===== config.mk =====
export PLATFORM = sky130hd
export DESIGN_NAME = instr_fetch_unit
export DESIGN_NICKNAME = d
export VERILOG_FILES = /design/src/rtl/fetch_pkg.sv /design/src/rtl/fetch_pc_reg.sv /design/src/rtl/instr_fetch_unit.sv
export SDC_FILE = /design/constraint.sdc
export NUM_CORES = 1
export LEC_CHECK = 0
export CORE_UTILIZATION = 45
export DETAILED_ROUTE_END_ITERATION = 12
export PLACE_DENSITY_LB_ADDON = 0.25
export SLEW_MARGIN = 20
export SYNTH_ARGS = -nofsm -noshare
export SYNTH_HDL_FRONTEND = slang
export SYNTH_SLANG_ARGS = --single-unit

===== constraint.sdc =====
create_clock -name clk -period 2.3 [get_ports clk]
set_input_delay 0.23 -clock clk [delete_from_list [all_inputs] [get_ports clk]]
set_output_delay 0.23 -clock clk [all_outputs]
set_load 0.005 [all_outputs]

===== src/rtl/fetch_pkg.sv =====
// Shared types and constants for the instruction fetch front end.
// MISALIGN_TRAP_EN adds the FAULT state for misaligned redirect targets.
package fetch_pkg;

  localparam int unsigned INSTR_BYTES = 4;
  localparam logic [31:0] NOP_INSTR   = 32'h0000_0013;

`ifdef MISALIGN_TRAP_EN
  typedef enum logic [1:0] {FETCH, WAIT, HOLD, FAULT} fetch_state_t;
`else
  typedef enum logic [1:0] {FETCH, WAIT, HOLD} fetch_state_t;
`endif

  function automatic logic misaligned(input logic [1:0] lsb);
    return lsb != 2'b00;
  endfunction

endpackage


===== src/rtl/fetch_pc_reg.sv =====
// Program counter with next-pc selection: sequential step or word-aligned redirect target.
module fetch_pc_reg
  import fetch_pkg::*;
#(
  parameter int unsigned        ADDR_W   = 32,
  parameter logic [ADDR_W-1:0]  RESET_PC = '0
) (
  input  logic              clk,
  input  logic              rst_n,
  input  logic              advance,
  input  logic              take,
  input  logic [ADDR_W-1:0] target,
  output logic [ADDR_W-1:0] pc
);

  logic [ADDR_W-1:0] next_pc;

  // Targets are always word-aligned here; misalignment trapping is decided by the FSM.
  always_comb begin
    next_pc = pc + ADDR_W'(INSTR_BYTES);
    if (take)
      next_pc = target & ~ADDR_W'(INSTR_BYTES - 1);
  end

  always_ff @(posedge clk or negedge rst_n) begin
    if (!rst_n)
      pc <= RESET_PC;
    else if (advance)
      pc <= next_pc;
  end

endmodule


===== src/rtl/instr_fetch_unit.sv =====
// Fetch FSM and single-entry instruction buffer; one imem request outstanding at a time.
// Build option: MISALIGN_TRAP_EN enables the sticky misaligned-redirect FAULT state.
module instr_fetch_unit
  import fetch_pkg::*;
#(
  parameter int unsigned        ADDR_W   = 32,
  parameter logic [ADDR_W-1:0]  RESET_PC = 32'h0000_0000
) (
  input  logic              clk,
  input  logic              rst_n,
  output logic              imem_req,
  output logic [ADDR_W-1:0] imem_addr,
  input  logic              imem_rvalid,
  input  logic [31:0]       imem_rdata,
  output logic [31:0]       instr,
  output logic [ADDR_W-1:0] instr_pc,
  output logic              instr_valid,
  input  logic              instr_ready,
  input  logic              PCsrc,
  input  logic [ADDR_W-1:0] pc_target,
  output logic              fetch_fault
);

  fetch_state_t      state;
  logic [ADDR_W-1:0] pc;
  logic              handshake;

  assign handshake = instr_valid & instr_ready;
  assign imem_addr = pc;

  fetch_pc_reg #(
    .ADDR_W   (ADDR_W),
    .RESET_PC (RESET_PC)
  ) u_pc (
    .clk     (clk),
    .rst_n   (rst_n),
    .advance (handshake),
    .take    (PCsrc),
    .target  (pc_target),
    .pc      (pc)
  );

`ifndef MISALIGN_TRAP_EN
  assign fetch_fault = 1'b0;
`endif

  // imem_req is raised on entry to FETCH (from HOLD) so the next request lands one cycle
  // after the handshake; out of reset FETCH spends one extra cycle raising it.
  always_ff @(posedge clk or negedge rst_n) begin
    if (!rst_n) begin
      state       <= FETCH;
      imem_req    <= 1'b0;
      instr       <= NOP_INSTR;
      instr_pc    <= RESET_PC;
      instr_valid <= 1'b0;
`ifdef MISALIGN_TRAP_EN
      fetch_fault <= 1'b0;
`endif
    end else begin
      case (state)
        FETCH: begin
          if (imem_req) begin
            imem_req <= 1'b0;
            state    <= WAIT;
          end else begin
            imem_req <= 1'b1;
          end
        end
        WAIT: begin
          if (imem_rvalid) begin
            instr       <= imem_rdata;
            instr_pc    <= pc;
            instr_valid <= 1'b1;
            state       <= HOLD;
          end
        end
        HOLD: begin
          if (handshake) begin
            instr_valid <= 1'b0;
`ifdef MISALIGN_TRAP_EN
            if (PCsrc && misaligned(pc_target[1:0])) begin
              state       <= FAULT;
              fetch_fault <= 1'b1;
            end else begin
              state    <= FETCH;
              imem_req <= 1'b1;
            end
`else
            state    <= FETCH;
            imem_req <= 1'b1;
`endif
          end
        end
`ifdef MISALIGN_TRAP_EN
        FAULT: state <= FAULT;
`endif
        default: state <= FETCH;
      endcase
    end
  end

  rvalid_only_in_wait: assert property (@(posedge clk) disable iff (!rst_n)
    imem_rvalid |-> state == WAIT)
    else $error("imem_rvalid asserted outside WAIT");

endmodule


== Yosys cells after proc, flatten, opt, wreduce, memory -nomap -nowiden ==
Index checks and enable logic that the tools add are counted.
Widths: inputs -> output; s select.
Operators by class
  reduce and logical (&&, ||, !) cells: 7
  bitwise logic cells: 1
  multiplexer cells: 11
  add/subtract/negate cells: 1
  equality and inequality tests: 5
Operators by type and width (number)
  $add 32x3->32 const B: 1
  $mux 32: 1
  $mux 2: 3
  $ne 2x2->1 const B: 3
  $pmux 2 s3: 1
  $reduce_and 3->1: 2
  $mux 1: 4
  $pmux 1 s2: 2
  $reduce_and 2->1: 2
  $reduce_bool 2->1: 2
  $eq 2x1->1 const B: 1
  $eq 2x2->1 const B: 1
  $logic_not 2->1: 1
  $and 1x1->1: 1
Word-level totals
  output and inout port bits: 99
  register bits after elaboration: 100
  logic and storage cells: 31
  bits of input ports: 69

== Logic depth before layout (Yosys ltp) ==
Gate-level depths: netlist of run 1.
  depth after elaboration: 3
  depth in mapped cells: 7
  depth with buffers taken out: 6

== Hierarchy ==
From an unflattened synthesis of run 1, not the netlist that was laid out.
Unflattened totals
  cells, all modules: 400
  area total of the unflattened synthesis: 4847.1 µm²
By module, submodules not included
  instr_fetch_unit: cells an instance 158, area an instance 2776.4 µm², sequential area each 1705.4 µm², times used 1
  fetch_pc_reg: cells an instance 242, area an instance 2070.7 µm², sequential area each 750.7 µm², times used 1

== Worst setup path after synthesis of run 1 ==
Ideal clock, no wire load.
  path type: register -> register
  start point: register u_pc.pc[2]
  end point: register u_pc.pc[22]
  setup time: 136 ps
  buffers on the path: 0
  path slack: 513 ps
  arrival: 1651 ps
  period minus slack after synthesis: 1787 ps
  stages on the path, launching flop included: 7
  cell sequence: dfrtp_1 -> ha_1 -> and3_1 -> nand4_1 -> or4_1 -> mux2i_1 -> a21oi_1
Between the ends
  word-level cells in the longest chain between the ends: 2
RTL lines
  start, declared: line fetch_pc_reg.sv:13  | output logic [ADDR_W-1:0] pc
  start signal, assigned: line fetch_pc_reg.sv:29  | pc <= next_pc;
  $add 32x3->32: line fetch_pc_reg.sv:20  | next_pc = pc + ADDR_W'(INSTR_BYTES);
  $mux 32: line fetch_pc_reg.sv:21  | if (take)
No other way between the ends.
A chain may end at the register's enable or synchronous reset.

== Worst setup path in the final report of run 1 ==
Same ends and word-level chain as after synthesis.

==> results of run 1 <==
## layer usage
layer / wire [um] / part of all wire / track usage
met5: 0 / 0 / 0
met4: 172 / 0.015 / 0.0714
met3: 691 / 0.062 / 0.0383
met2: 5490 / 0.49 / 0.360
met1: 4850 / 0.43 / 0.305
## cell type report
type | instances | area, sq um | area share
clock buffers | 11 | 151 | 0.0233
clock inverters | 4 | 53.8 | 0.00827
inverters | 8 | 30.0 | 0.00462
multi-input cells | 273 | 1940 | 0.299
flip-flops and latches | 96 | 2410 | 0.370
well taps | 133 | 166 | 0.0256
repair buffers | 177 | 1750 | 0.270
## cells by family (layout without fill, tap and decap cells)
logic type,after synthesis,count (layout),share of synthesized area
AO/OA/AOI/OAI,85,85,0.119
adder cells (fa/ha/maj),1,1,0.00278
buffers and inverters,38,200,0.0378
flip-flops,96,96,0.535
multiplexers,70,70,0.173
other,1,5,0.000833
AND/OR/NAND/NOR,112,112,0.132
## flip-flops by register name, indices dropped and copies added (netlist names)
signal / cells
imem_req: 1
u_pc.pc: 30
instr: 32
state: 2
instr_pc: 30
instr_valid: 1
## final timing paths
path	end	slack, ns	startpoint
max in group asynchronous	instr[4]	1.24	rst_n
min in group clk	u_pc.pc[23]	0.47	pc_target[23]
hold / removal	instr_pc[16]	0.36	rst_n
setup / recovery	u_pc.pc[22]	0.22	u_pc.pc[2]
hold reg to reg	imem_req	0.50	imem_req
setup reg to reg	u_pc.pc[22]	0.22	u_pc.pc[2]
## worst max-delay path, stage by stage, from the launching register on
cell and delay, ns:
dfrtp_1 0.45, ha_1 0.25, and3_1 0.23, nand4_1 0.21, or4_1 0.56, mux2i_1 0.16, a21oi_1 0.08
## metrics by stage
| stage | util | setup WS, ns |
|---|---|---|
| 2_1_floorplan | - | 0.513 |
| 3_3_place_gp | 0.646 | 0.343 |
| 3_5_place_dp | 0.646 | 0.265 |
| 4_1_cts | 0.668 | 0.236 |
| 5_1_grt | 0.668 | 0.0470 |
| 6_report | 0.668 | 0.218 |
## cell usage in the layout (no fill, tap or decap), types with 5 or more instances in the layout
cell type | netlist | final
nand3_1 | 13 | 13
nor4_1 | 8 | 8
and3_1 | 8 | 8
mux2i_1 | 7 | 7
o22ai_1 | 7 | 7
nand2_1 | 24 | 23
mux2_2 | 63 | 63
buf_4 | 5 | 15
clkdlybuf4s50_1 | 0 | 159
conb_1 | 1 | 5
dfrtp_1 | 93 | 93
inv_1 | 8 | 8
o21ai_0 | 21 | 21
a21oi_1 | 28 | 28
nor2_1 | 26 | 26
nand4_1 | 7 | 7
clkbuf_8 | 0 | 11
nor3_1 | 12 | 12
## where the power goes
group / total, uW / switching [uW] / internal (uW)
logic: 3420 / 1190 / 2230
registers: 3180 / 684 / 2500
clock network: 1130 / 574 / 558
total: 7730 / 2450 / 5280
==> results.md, run 1 <==
- HP Class: input port to async pin
- DIE AREA: 10400 sq um
- Slew at the pin closest to its max-slew limit: 0.537 ns
- Synthesis-stage register bit count: 96
- Crit. End Element: register
- Max-slew headroom: 0.642
- Clock Path Buffers: 2
- Post-CTS sizing: 0
- Worst VDD drop: 0.000640 V
- CTS Sinks: 96
- Ys flop type: dfrtp_1
- Vias: 3821
- Total GRT Usage: 0.222
- Nets@finish: 635
- Share of the synthesized area in the top cell type: 0.517
- Setup Buffers After CTS: 0
- Vias per cell: 5.44
- Final instance area: 6500 sq um
- Final Power: 7730 uW
- Post-synth ARST share: 1.00
- Number of synthesized flops with an enable pin: 0
- Sequential share of the synthesized area: 0.535
- DRC Markers: 0
- Worst Setup Path Type: register to register
- Global-route wire length before repair: 17900 um
- Yosys warnings: 0
- H-tree levels: 3
- Post-Route WL: 11200 um
- Most frequent cell after synthesis: dfrtp_1
- Max Fanout on Critical Path: 6
- Synth top cells by count: 93 x dfrtp_1, 63 x mux2_2, 28 x a21oi_1
- Max-slew violations: 0
- DP Cell Count: 686
- Total Neg Setup Slack: 0 ns
- Largest area contributor in the netlist: dfrtp_1
- Final Hold Fails: 0
- Leak pwr: 0.00267 uW
- Critical path launch point type: register
- Period utilisation layout: 0.905
- Pwr dens: 1190 nW/um^2
- CTS buffer count: 9
- Clock skew: 0.0140 ns
- Placed cell area: 6290 sq um
- Vert. Die Dim: 102 um
- GPL Wtd Cong: 0.911
- Final min period: 2.08 ns
- Initial core utilization: 0.463
- Post-CTS Hold Buffers: 1
- Max_cap viols: 0
- RSZ-0062 raised after global routing: false
- Yosys cell types: 46
- DP HPWL: 8290 um
- Max frequency: 480 MHz
- Synth Area per Inst: 11.2 sq um
- Avg WL per Cell: 16.0 um
- Cell Area, Synth: 4500 sq um
- CP arrival: 2.30 ns
- Final ANT Viol Nets: 0
- Core Box Area: 9730 sq um
- Synth top area cells: dfrtp_1 52%, mux2_2 16%, a21oi_1 3.1%, o21ai_0 2.3%, nor2_1 2.2%
- Status: finished clean
- Port Buffers: 160
- # setup viols final: 0
- Synth-to-Final Area Change: 44.5%
- Filler cells: 790
- TritonCTS clock tree: built
- Cell Rows: 36
- CP required: 2.52 ns
- Pin count of the biggest net entering global routing: 49
- Initial DRC count: 211
- Antenna violations before repair: 0
- Gr ovfl total: 0
- Die W: 102 um
- Hold Slack: 0.356 ns
- Vias in the first global route: 3581
- DRT Pass-1 Iters: 4
- Layout cell share with drive strength beyond 1: 0.181
- Non-filler cells in the finished layout: 702
- Clock transition at path regs: 0.10 ns
- Worst R2R Path Depth: 6
- Antenna cell count: 0
- Root Driver: clkbuf_8
- I/O pins: 168
- Synth Instances: 403
- Clock Latency Late Sink: 0.36 ns
Power figures use the tool's default switching activity.
==> run 2, diff against run 1 <==
Settings changed: CORE_UTILIZATION 45 to 48.
Clock period 2.3 ns to 2.4 ns, I/O delays scaled along.
==> results.md, run 2 (synthesis results as in run 1) <==
- CP required: 2.65 ns (+0.13 ns)
- Setup Buffers After CTS: 0 (unchanged)
- Port Buffers: 160 (unchanged)
- I/O pins: 168 (unchanged)
- Total GRT Usage: 0.240 (+0.0173)
- Antenna violations before repair: 0 (unchanged)
- Initial DRC count: 204 (-3.3%)
- Max-slew violations: 0 (unchanged)
- Clock Path Buffers: 2 (unchanged)
- Final Worst Setup Slack: 0.382 ns (+0.164 ns)
- DP HPWL: 8210 um (-0.94%)
- Final Hold Fails: 0 (unchanged)
- Leak pwr: 0.00268 uW (+0.32%)
- Vias per cell: 5.66 (+4.0%)
- Vias in the first global route: 3794 (+5.9%)
- Biggest regs: instr: 32 flops, instr_pc: 30 flops, u_pc.pc: 30 flops
- Clock skew: 0.00923 ns (-0.00478 ns)
- Root Driver: clkbuf_8
- Avg WL per Cell: 16.8 um (+5.1%)
- Non-filler cells in the finished layout: 676 (-3.7%)
- H-tree levels: 3 (unchanged)
- Most common cell after layout, fill and taps aside: clkdlybuf4s50_1
- Worst VDD drop: 0.000644 V (+0.66%)
- Post-Route WL: 11300 um (+1.2%)
- Initial core utilization: 0.506 (+0.0436)
- Biggest register: instr
- Pwr dens: 1160 nW/um^2 (-2.1%)
- Worst Setup Path Type: register to register
- Worst Path Buf+Inv: 0 (unchanged)
- Core Box Area: 8890 sq um (-8.6%)
- HP Class: input port to async pin
- DRT Pass-1 Iters: 4 (unchanged)
- Status: finished clean
- Die W: 98.8 um (-3.1%)
- CP arrival: 2.26 ns (-0.04 ns)
- Commonest non-fill, non-tap cells in the layout: 159 x clkdlybuf4s50_1, 93 x dfrtp_1, 63 x mux2_2
- Slew at the pin closest to its max-slew limit: 0.630 ns (+0.0935 ns)
- Total Neg Setup Slack: 0 ns (unchanged)
- Final ANT Viol Nets: 0 (unchanged)
- CTS buffer count: 9 (unchanged)
- Clock Latency Late Sink: 0.36 ns (about the same)
- DRC Markers: 0 (unchanged)
- DIE AREA: 9770 sq um (-6.1%)
- Pre-CTS WS: 0.407 ns (+0.142 ns)
- Final min period: 2.02 ns (-0.0639 ns)
- Max-slew headroom: 0.580 (-0.0624)
- Util after Layout: 0.728 (+0.0599)
- Max_cap viols: 0 (unchanged)
- Max frequency: 495 MHz (+3.2%)
- Antenna cell count: 0 (unchanged)
- GPL Wtd Cong: 0.858 (-5.9%)
- Critical path launch point type: register
- Gr ovfl total: 0 (unchanged)
- Post-CTS sizing: 0 (unchanged)
- CTS Sinks: 96 (unchanged)
- Largest register FFs: 32 (unchanged)
- Clock transition at path regs: 0.10 ns (about the same)
- Kind of cell adding the most delay to the critical path: simple AND/OR/NAND/NOR gates
- Slowest stage cell, crit path: or4_1
- Crit. End Element: register
- Pin count of the biggest net entering global routing: 47 (-4.1%)
- Filler cells: 639 (-19%)
- Synth-to-Final Area Change: 43.9%
- TritonCTS clock tree: built
- # setup viols final: 0 (unchanged)
- Global-route wire length before repair: 18400 um (+2.9%)
- DP Cell Count: 659 (-3.9%)
- Nets@finish: 633 (-0.31%)
- CP Cell Sequence: ha_1 -> and3_1 -> nand4_1 -> or4_1 -> mux2i_1 -> a21oi_1
- Max Fanout on Critical Path: 6 (unchanged)
- Cell Rows: 34 (-5.6%)
- Crit-path max cell delay: 0.57 ns (about the same)
- Layout cell share with drive strength beyond 1: 0.180 (-0.00144)
- RSZ-0062 raised after global routing: false
- Vert. Die Dim: 98.8 um (-3.1%)
- Vias: 3827 (+0.16%)
- Period utilisation layout: 0.841 (-0.0643)
- Hold Slack: 0.439 ns (+0.0825 ns)
[run 2: cell types whose count changed in the layout (fill, tap and decap cells not counted)]
cell / previous run / this run
buf_4: 15 / 13
clkinvlp_4: 2 / 0
clkbuf_8: 11 / 9
clkinv_2: 0 / 1
bufinv_16: 1 / 2
inv_6: 0 / 3
[run 2: routing by layer]
layer	routed length [um]	track usage
met5	0	0
met4	156	0.0838
met3	1040	0.0624
met2	5320	0.385
met1	4820	0.316
[run 2: layout make-up]
cell class,instances,area [sq um],share of cell area
Sequential cell,96,2410,0.372
Tap cell,108,135,0.0209
Clock buffer,9,124,0.0191
Inverter,8,30.0,0.00464
Multi-Input combinational cell,273,1940,0.300
Clock inverter,7,100,0.0155
Timing Repair Buffer,175,1740,0.269
[run 2: stage by stage]
| step | instance area [sq um] | power, uW |
|---|---|---|
| 3_5_place_dp | 6240 | 6400 |
| 6_report | 6480 | 7530 |
| 3_3_place_gp | 6240 | 6250 |
| 4_1_cts | 6480 | 7600 |
| 5_1_grt | 6480 | 8010 |
| 2_1_floorplan | 4520 | 4340 |
[run 2: final timing paths]
check	depth (start not counted)	slack, ns	from	to
setup / recovery	6	0.38	u_pc.pc[2]	u_pc.pc[22]
hold / removal	2	0.44	rst_n	instr[15]
setup reg to reg	6	0.38	u_pc.pc[2]	u_pc.pc[22]
hold reg to reg	2	0.49	instr_pc[18]	instr_pc[18]
max in group asynchronous	3	1.28	rst_n	instr[4]
min in group clk	3	0.47	pc_target[24]	u_pc.pc[24]
[run 2: what timing repair did]
action,4_1_cts,5_1_grt
setup endpoints to repair,0,0
hold buffers,1,0
endpoints found under the hold margin,42,0
[run 2: where the power goes]
group,switching (uW),internal (uW),leakage [uW],total [uW]
clock network,593,599,0.000115,1190
registers,670,2390,0.00115,3060
logic,1150,2140,0.00142,3280
total,2410,5130,0.00268,7530
==> run 3, diff against run 2 <==
Settings changed: CORE_UTILIZATION 48 to 40.
Clock period 2.4 ns to 1.6 ns, I/O delays scaled along.
==> results.md, run 3 (synthesis results as in run 1) <==
- Status: finished with violations
- Failing checks: setup timing
- Util after Layout: 0.667 (-0.0618)
- Gr ovfl total: 0 (unchanged)
- Layout cell share with drive strength beyond 1: 0.313 (+0.134)
- Hold Slack: 0.247 ns (-0.191 ns)
- Final Hold Fails: 0 (unchanged)
- CP arrival: 2.01 ns (-0.25 ns)
- Pre-CTS WS: -0.139 ns (-0.546 ns)
- Synth-to-Final Area Change: 61.3%
- Total GRT Usage: 0.223 (-0.0168)
- GRT busiest layer: met2
- Final ANT Viol Nets: 0 (unchanged)
- Max frequency: 577 MHz (+16%)
- Antenna violations before repair: 0 (unchanged)
- Worst Setup Path Type: register to register
- Vias: 4104 (+7.2%)
- Flop-to-flop setup slack: -0.13 ns (-0.51 ns)
- Clock Latency Late Sink: 0.38 ns (+0.02 ns)
- Initial DRC count: 189 (-7.4%)
- CTS buffer count: 9 (unchanged)
- Root Driver: clkbuf_8
- Vert. Die Dim: 108 um (+9.3%)
- Placed cell area: 6730 sq um (+7.8%)
- Clock skew: 0.00732 ns (-0.00191 ns)
- CTS Sinks: 96 (unchanged)
- Commonest non-fill, non-tap cells in the layout: 147 x clkdlybuf4s50_1, 87 x dfrtp_1, 66 x buf_4
- Final min period: 1.73 ns (-0.286 ns)
- Final Worst Setup Slack: -0.133 ns (-0.514 ns)
- Worst r2r src: u_pc.pc[22]
- Crit. End Element: register
- Die W: 108 um (+9.3%)
- RSZ-0062 raised after global routing: true
- Leak pwr: 0.00317 uW (+19%)
- I/O pins: 168 (unchanged)
- Biggest regs: instr: 32 flops, instr_pc: 30 flops, u_pc.pc: 30 flops
- Crit path to: u_pc.pc[25]
- Avg WL per Cell: 16.8 um (+0.15%)
- Period utilisation layout: 1.08 (+0.242)
- Grt met1 use: 0.282 (-0.0347)
- Max-slew violations: 0 (unchanged)
- HP Class: input port to async pin
- Cell Rows: 38 (+12%)
- Worst VDD drop: 0.00102 V (+58%)
- Filler cells: 880 (+38%)
- Vias per cell: 5.30 (-6.5%)
- Pwr dens: 1680 nW/um^2 (+44%)
- DP HPWL: 9240 um (+13%)
- Vias in the first global route: 4017 (+5.9%)
- Reg2Reg Capture Point: u_pc.pc[25]
- # setup viols final: 14 (+14)
- Final instance area: 7260 sq um (+12%)
- Largest register FFs: 32 (unchanged)
- Worst Setup SP: u_pc.pc[22]
- Max_cap viols: 0 (unchanged)
- DRC Markers: 0 (unchanged)
- Grt met3 use: 0.0362 (-0.0262)
- Initial core utilization: 0.413 (-0.0928)
- Biggest register: instr
- Final Power: 12200 uW (+62%)
- Clock Path Buffers: 2 (unchanged)
- Pin count of the biggest net entering global routing: 46 (-2.1%)
- Met2 track demand over resource: 0.374 (-0.0111)
- DIE AREA: 11700 sq um (+20%)
- Port Buffers: 160 (unchanged)
- Antenna cell count: 0 (unchanged)
- Worst R2R Path Depth: 6 (unchanged)
- CP required: 1.87 ns (-0.78 ns)
- Most common cell after layout, fill and taps aside: clkdlybuf4s50_1
- GPL Wtd Cong: 0.889 (+3.6%)
- Post-Route WL: 13000 um (+15%)
- Max Fanout on Critical Path: 4 (-2)
- TritonCTS clock tree: built
- Core Box Area: 10900 sq um (+22%)
- DRT Pass-1 Iters: 4 (unchanged)
- Critical path launch point type: register
- Nets@finish: 700 (+11%)
- Global-route wire length before repair: 19800 um (+7.6%)
- Clock transition at path regs: 0.10 ns (about the same)
- H-tree levels: 3 (unchanged)
[run 3: area by class of cell]
type | instances | area, sq um | share of cell area
inverters | 8 | 30.0 | 0.00414
flip-flops and latches | 96 | 2410 | 0.333
clock buffers | 11 | 151 | 0.0209
well taps | 140 | 175 | 0.0241
repair buffers | 242 | 2360 | 0.325
clock inverters | 5 | 38.8 | 0.00534
multi-input cells | 273 | 2090 | 0.288
[run 3: repair_timing]
item / CTS / global route
cloned: 0 / 0
setup endpoints to repair: 28 / 40
pin swaps: 3 / 9
hold endpoints to repair: 28 / 0
gates resized for setup: 14 / 42
hold buffers: 1 / 0
buffers inserted: 9 / 9
[run 3: stage by stage]
stage / cells / setup TNS (ns)
global placement: 740 / -0.473
global route: 775 / -2.40
floorplan: 407 / -0.261
detailed placement: 740 / -1.12
finish: 775 / -0.896
CTS: 766 / -0.558
[run 3: critical path, cell delays in order (launching register included)]
cell and delay (ns):
dfrtp_1 0.45, buf_6 0.13, and4_1 0.26, nand2_1 0.18
nor4_4 0.30, mux2i_1 0.22, a21oi_1 0.08
[run 3: worst min-delay path by stage]
stage	slack (ns)	from	to
floorplan	-0.14	rst_n	imem_req
global placement	0.11	rst_n	instr_pc[9]
detailed placement	0.12	rst_n	instr_pc[10]
CTS	0.24	rst_n	u_pc.pc[4]
global route	0.28	rst_n	instr_pc[5]
finish	0.25	rst_n	u_pc.pc[4]
[run 3: where the power goes]
part           internal [uW]  total [uW]  switching, uW
Sequential              3600        4350            750
Clock                    661        1550            890
Combinational           3980        6290           2310
Total                   8240       12200           3950
[run 3: layer usage]
metal  share of wire  wire length (um)
met4           0.025               330
met1            0.43              5620
met3           0.046               598
met5               0                 0
met2            0.50              6460
